## config.mk

```make
export PLATFORM = sky130hd
export DESIGN_NAME = wb_spi_master_ctrl
export DESIGN_NICKNAME = d
export VERILOG_FILES = /design/src/rtl/wb_spi_pkg.sv /design/src/rtl/wb_spi_master_ctrl_engine.sv /design/src/rtl/wb_spi_master_ctrl.sv
export SDC_FILE = /design/constraint.sdc
export NUM_CORES = 1
export LEC_CHECK = 0
export ABC_AREA = 1
export CORE_ASPECT_RATIO = 1.5
export CORE_MARGIN = 5
export CORE_UTILIZATION = 54
export CTS_CLUSTER_SIZE = 40
export DETAILED_ROUTE_END_ITERATION = 8
export PLACE_DENSITY = 0.86
export SYNTH_ARGS = -nofsm -noshare
export SYNTH_HDL_FRONTEND = slang
export SYNTH_HIERARCHICAL = 1
export SYNTH_SLANG_ARGS = --single-unit
```

## constraint.sdc

```tcl
create_clock -name wb_clk_i -period 3.6 [get_ports wb_clk_i]
set_input_delay 0.36 -clock wb_clk_i [delete_from_list [all_inputs] [get_ports wb_clk_i]]
set_output_delay 0.36 -clock wb_clk_i [all_outputs]
set_load 0.01 [all_outputs]
```

## src/rtl/wb_spi_pkg.sv

```systemverilog
// Shared register map, STATUS bit positions and shift-engine state encoding.
package wb_spi_pkg;

  localparam logic [1:0] ADR_TXRX   = 2'd0;
  localparam logic [1:0] ADR_STATUS = 2'd1;
  localparam logic [1:0] ADR_DIV    = 2'd2;
  localparam logic [1:0] ADR_CS     = 2'd3;

  localparam int unsigned ST_BUSY = 0;
  localparam int unsigned ST_DONE = 1;
  localparam int unsigned ST_OVR  = 2;

  typedef enum logic [1:0] {
    S_IDLE  = 2'd0,
    S_LEAD  = 2'd1,
    S_TRAIL = 2'd2
  } spi_state_e;

endpackage

```

## src/rtl/wb_spi_master_ctrl_engine.sv

```systemverilog
// SPI mode-0 byte shifter: divider, bit counter, shift register and phase FSM.
module spi_shift_engine
  import wb_spi_pkg::*;
(
  input  logic       clk_i,
  input  logic       rst_ni,
  input  logic       start_i,
  input  logic [7:0] div_i,
  input  logic [7:0] tx_i,
  output logic [7:0] rx_o,
  output logic       busy_o,
  output logic       done_pulse_o,
  output logic       sck_o,
  output logic       mosi_o,
  input  logic       miso_i
);

  spi_state_e state_q, state_d;
  logic [7:0] cnt_q, cnt_d;
  logic [7:0] div_q, div_d;
  logic [2:0] bit_q, bit_d;
  logic [7:0] shift_q, shift_d;
  logic [7:0] rx_q, rx_d;
  logic       sck_q, sck_d;
  logic       mosi_q, mosi_d;

  // State and datapath registers.
  always_ff @(posedge clk_i or negedge rst_ni) begin
    if (!rst_ni) begin
      state_q <= S_IDLE;
      cnt_q   <= '0;
      div_q   <= '0;
      bit_q   <= '0;
      shift_q <= '0;
      rx_q    <= '0;
      sck_q   <= 1'b0;
      mosi_q  <= 1'b0;
    end else begin
      state_q <= state_d;
      cnt_q   <= cnt_d;
      div_q   <= div_d;
      bit_q   <= bit_d;
      shift_q <= shift_d;
      rx_q    <= rx_d;
      sck_q   <= sck_d;
      mosi_q  <= mosi_d;
    end
  end

  // Next-state: each phase lasts div+1 cycles; sample on rise, present next bit on fall.
  always_comb begin
    state_d      = state_q;
    cnt_d        = cnt_q;
    div_d        = div_q;
    bit_d        = bit_q;
    shift_d      = shift_q;
    rx_d         = rx_q;
    sck_d        = sck_q;
    mosi_d       = mosi_q;
    done_pulse_o = 1'b0;
    unique case (state_q)
      S_IDLE: begin
        if (start_i) begin
          state_d = S_LEAD;
          div_d   = div_i;
          cnt_d   = div_i;
          bit_d   = '0;
          shift_d = tx_i;
          mosi_d  = tx_i[7];
          sck_d   = 1'b0;
        end
      end
      S_LEAD: begin
        if (cnt_q == '0) begin
          state_d = S_TRAIL;
          cnt_d   = div_q;
          sck_d   = 1'b1;
          shift_d = {shift_q[6:0], miso_i};
        end else begin
          cnt_d = cnt_q - 8'd1;
        end
      end
      S_TRAIL: begin
        if (cnt_q == '0) begin
          sck_d = 1'b0;
          cnt_d = div_q;
          if (bit_q == 3'd7) begin
            state_d      = S_IDLE;
            rx_d         = shift_q;
            done_pulse_o = 1'b1;
          end else begin
            state_d = S_LEAD;
            bit_d   = bit_q + 3'd1;
            mosi_d  = shift_q[7];
          end
        end else begin
          cnt_d = cnt_q - 8'd1;
        end
      end
      default: state_d = S_IDLE;
    endcase
  end

  assign rx_o   = rx_q;
  assign busy_o = (state_q != S_IDLE);
  assign sck_o  = sck_q;
  assign mosi_o = mosi_q;

endmodule

```

## src/rtl/wb_spi_master_ctrl.sv

```systemverilog
// Wishbone classic slave wrapper: register decode, DIV/CS/status registers around the shift engine.
module wb_spi_master_ctrl
  import wb_spi_pkg::*;
#(
  parameter logic [7:0] DIV_RESET = 8'd11,
  parameter logic       CS_RESET  = 1'b1
) (
  input  logic        wb_clk_i,
  input  logic        wb_rst_n_i,
  input  logic [1:0]  wb_adr_i,
  input  logic [31:0] wb_dat_i,
  output logic [31:0] wb_dat_o,
  input  logic        wb_we_i,
  input  logic [3:0]  wb_sel_i,
  input  logic        wb_cyc_i,
  input  logic        wb_stb_i,
  output logic        wb_ack_o,
  output logic        spi_sck_o,
  output logic        spi_mosi_o,
  input  logic        spi_miso_i,
  output logic        spi_cs0_o
);

  logic        ack_q, ack_d;
  logic [31:0] dat_q, dat_d;
  logic [7:0]  div_q, div_d;
  logic        cs_q, cs_d;
  logic        done_q, done_d;
  logic        ovr_q, ovr_d;

  logic        acc;
  logic        start;
  logic        busy;
  logic        done_pulse;
  logic [7:0]  rx;
  logic        unused_bits;

  assign unused_bits = ^{wb_sel_i, wb_dat_i[31:8]};

  assign acc   = wb_cyc_i & wb_stb_i & ~ack_q;
  assign start = acc & wb_we_i & (wb_adr_i == ADR_TXRX) & ~busy;

  spi_shift_engine u_engine (
    .clk_i        (wb_clk_i),
    .rst_ni       (wb_rst_n_i),
    .start_i      (start),
    .div_i        (div_q),
    .tx_i         (wb_dat_i[7:0]),
    .rx_o         (rx),
    .busy_o       (busy),
    .done_pulse_o (done_pulse),
    .sck_o        (spi_sck_o),
    .mosi_o       (spi_mosi_o),
    .miso_i       (spi_miso_i)
  );

  // Bus and control registers.
  always_ff @(posedge wb_clk_i or negedge wb_rst_n_i) begin
    if (!wb_rst_n_i) begin
      ack_q  <= 1'b0;
      dat_q  <= '0;
      div_q  <= DIV_RESET;
      cs_q   <= CS_RESET;
      done_q <= 1'b0;
      ovr_q  <= 1'b0;
    end else begin
      ack_q  <= ack_d;
      dat_q  <= dat_d;
      div_q  <= div_d;
      cs_q   <= cs_d;
      done_q <= done_d;
      ovr_q  <= ovr_d;
    end
  end

  // Register decode; side effects land on the ack edge. Done-set is applied last so it wins over a read-clear.
  always_comb begin
    ack_d  = acc;
    dat_d  = '0;
    div_d  = div_q;
    cs_d   = cs_q;
    done_d = done_q;
    ovr_d  = ovr_q;
    if (acc) begin
      unique case (wb_adr_i)
        ADR_TXRX: begin
          if (wb_we_i) begin
            if (busy) ovr_d = 1'b1;
            else      done_d = 1'b0;
          end else begin
            dat_d  = {24'b0, rx};
            done_d = 1'b0;
          end
        end
        ADR_STATUS: begin
          if (wb_we_i) begin
            if (wb_dat_i[ST_OVR]) ovr_d = 1'b0;
          end else begin
            dat_d = {29'b0, ovr_q, done_q, busy};
          end
        end
        ADR_DIV: begin
          if (wb_we_i) div_d = wb_dat_i[7:0];
          else         dat_d = {24'b0, div_q};
        end
        default: begin
          if (wb_we_i) cs_d  = wb_dat_i[0];
          else         dat_d = {31'b0, cs_q};
        end
      endcase
    end
    if (done_pulse) done_d = 1'b1;
  end

  assign wb_ack_o  = ack_q;
  assign wb_dat_o  = dat_q;
  assign spi_cs0_o = cs_q;

endmodule

```

==> impl_metrics.yaml <==
run_status:
  status: "finished clean"
sta:
  finalSetupViolations: 0
  fin_hold_ws_ns: 0.1601
  hold_viol: 0
  final.setup_skew_ns: 0.006953
  max_slew.worst_pin.slew_ns: 0.9417
  timing.slew.headroom_pct: 37.22
  rsz0062_at_grt: "false"
  period_share_pct: 68.49
  finalMaxSlewViolations: 0
  fin_crit_ns: 2.466
  fmax_mhz: 405.6
  setup-tns-final_ns: 0
cts:
  clock_latency_ns: 0.34
  clock_sinks: 59
  hold_buffers: 0
  htree_levels: 3
  ctsResizeCount: 0
  cts-buffers-inserted: 9
  clkTransAtPathRegs_ns: 0.07
  cts_tree: "done"
  clock_path_buffers: 2
  cts_setup_buffers: 0
  cts_root_buf: "clkbuf_8"
floorplan:
  rows: 35
  die_w_um: 74.11
  io_pins: 80
  initial_core_util_pct: 54.70
  die_area_um2: 7868
  dieHeight_um: 106.2
  core_um2: 6087
layout:
  fill_cells: 520
  fin_area_um2: 3811
  num-nets-final: 493
  insertedDiodeCount: 0
  drive_gt1_share_pct: 13.45
  area_delta_synth_final_pct: 14.47
global_routing:
  grt_use_met2_pct: 35.34
  antenna_found_initial: 0
  grt_use_met1_pct: 22.24
  grt_first_pass_wirelength_mm: 12.19
  track_usage_pct: 20.40
  grt_busiest_layer: "met2"
  grt_pass1_vias: 2665
  grt_util_met3_pct: 4.541
  globalRouteOverflowTotal: 0
  grt_max_degree: 44
routing:
  routed-via-count: 2741
  routedWlPerCell_um: 14.05
  drtPass1Iterations: 5
  post-route-drc-count: 0
  detail-route-antenna-nets: 0
  vias_per_cell: 5.271
  routed_wl_mm: 7.306
  drt-initial-drc-count: 225
logic_synthesis:
  yosysTopAreaCell: "dfrtp_1"
  yosysWarnings: 6
  synthCells: 411
  syn_area_per_cell_um2: 8.101
  netlist.area_leader.share_pct: 41.34
  synth_seq_area_share_pct: 44.49
  synth-seq-cells: 59
  syn-cell-area_um2: 3329
  synth.distinct_cells: 31
  synthTopCellsByArea: "dfrtp_1 41%, nand2_1 12%, buf_4 5.4%"
setup_path:
  path_max_fanout: 9
  path_class: "reg2reg"
  start_kind: "flip-flop"
  critPathRequiredTime_ns: 3.82
  critPathArrivalTime_ns: 2.69
  startpoint: "u_engine/state_q[0]"
  r2r_start: "u_engine/state_q[0]"
  worst_setup_path_end_kind: "flip-flop"
power_and_ir_drop:
  p_per_area_nw_per_um2: 789.7
  finalPower_w: 0.003010
  max-vdd-ir-drop_mv: 0.4297
  power_leakage_nw: 1.908
worst_hold_path:
  hp-class: "in2async"
place:
  port_buffers: 27
  placed_area_um2: 3551
  place_congestion: 0.8173
  dpl.hpwl_mm: 5.227
run:
  maxCapViolCount: 0
-- per-layer routing --
metal | up-vias | wire length (um)
li1 | 1321 | -
met1 | 1282 | 2751
met2 | 115 | 3914
met3 | 23 | 396
met4 | 0 | 244
met5 | - | 0
-- cells by family (layout without fill, tap and decap cells) --
kind of cell	count (synthesis)	after routing	share of synthesized area [%]
buf+inv	84	96	12.78
flops	59	59	44.49
fa+ha+maj	8	8	3.007
mux	6	6	1.804
other cells	1	24	0.1126
compound gates	70	70	12.55
simple gates	183	183	25.25
-- placed cells by master (no fill, tap or decap), drive strengths merged --
cell / instances
a22oi: 1
clkinv: 1
mux2i: 6
buf: 2
bufinv: 3
nand3b: 2
nor4: 1
inv: 52
clkdlybuf4s50: 26
nor2: 45
dfrtp: 55
a21o: 1
ha: 8
nor3: 2
nand4: 2
nand2: 110
nand3: 21
clkbuf: 12
conb: 24
dfstp: 4
o211ai: 1
o21ai: 38
a21oi: 29
-- where the power goes --
part           total, W  switching [W]  internal (W)
clock network  0.000773       0.000258      0.000515
registers       0.00102       0.000163      0.000860
logic           0.00121       0.000783      0.000430
-- path summary, 6_finish.rpt --
check | endpoint | depth (start not counted) | slack (ns)
worst max-delay path | u_engine/cnt_q[1] | 9 | 1.13
worst min-delay path | u_engine/div_q[2] | 1 | 0.16
worst max register to register | u_engine/cnt_q[1] | 9 | 1.13
worst min register to register | u_engine/rx_o[0] | 2 | 0.48
max in group asynchronous | div_q[3] | 2 | 2.59
min in group wb_clk_i | u_engine/rx_o[0] | 2 | 0.48
-- synth_stat cells, drive strengths merged --
cell type	instances
nor3	2
a22oi	1
nand3b	2
nor4	1
inv	52
o21ai	38
a21oi	29
nand3	21
nand4	2
dfrtp	55
a21o	1
buf	30
o211ai	1
mux2i	6
dfstp	4
clkbuf	2
ha	8
nand2	110
conb	1
nor2	45
-- layout make-up --
| cell class | instances | area, um^2 | share of cell area, % |
|---|---|---|---|
| Multi-Input combinational cell | 291 | 1509 | 39.59 |
| Tap cell | 74 | 92.59 | 2.429 |
| Timing Repair Buffer | 28 | 272.8 | 7.157 |
| Inverter | 52 | 195.2 | 5.121 |
| Clock inverter | 4 | 95.09 | 2.495 |
| Clock buffer | 12 | 165.2 | 4.334 |
| Sequential cell | 59 | 1481 | 38.87 |
-- worst max-delay path, cell delays in order (launching register included) --
cell and delay, ns:
dfrtp_1 0.41, inv_1 0.09, ha_1 0.22, inv_2 0.10, nor4_1 0.59, nor2_1 0.17
nor2_2 0.33, inv_2 0.16, a21oi_1 0.18, a22oi_1 0.09
-- flip-flops by register name (all words and copies together) (netlist names) --
register and flops:
u_engine/shift_q 8, div_q 8, wb_ack_o 1, wb_dat_o 8, u_engine/sck_o 1, u_engine/cnt_q 8
done_q 1, u_engine/state_q 2, ovr_q 1, u_engine/bit_q 3, u_engine/mosi_o 1, spi_cs0_o 1
u_engine/rx_o 8, u_engine/div_q 8
-- per-stage QoR --
| stage | worst slack [ns] | std cells | util (%) |
|---|---|---|---|
| finish | 1.134 | 520 | 62.61 |
| global route | 0.9352 | 520 | 62.61 |
| CTS | 1.163 | 520 | 62.61 |
| detailed placement | 0.8744 | 504 | 58.34 |
| global placement | 0.9336 | 504 | 58.34 |
| floorplan | 1.785 | 434 | - |
Power figures use the tool's default switching activity.
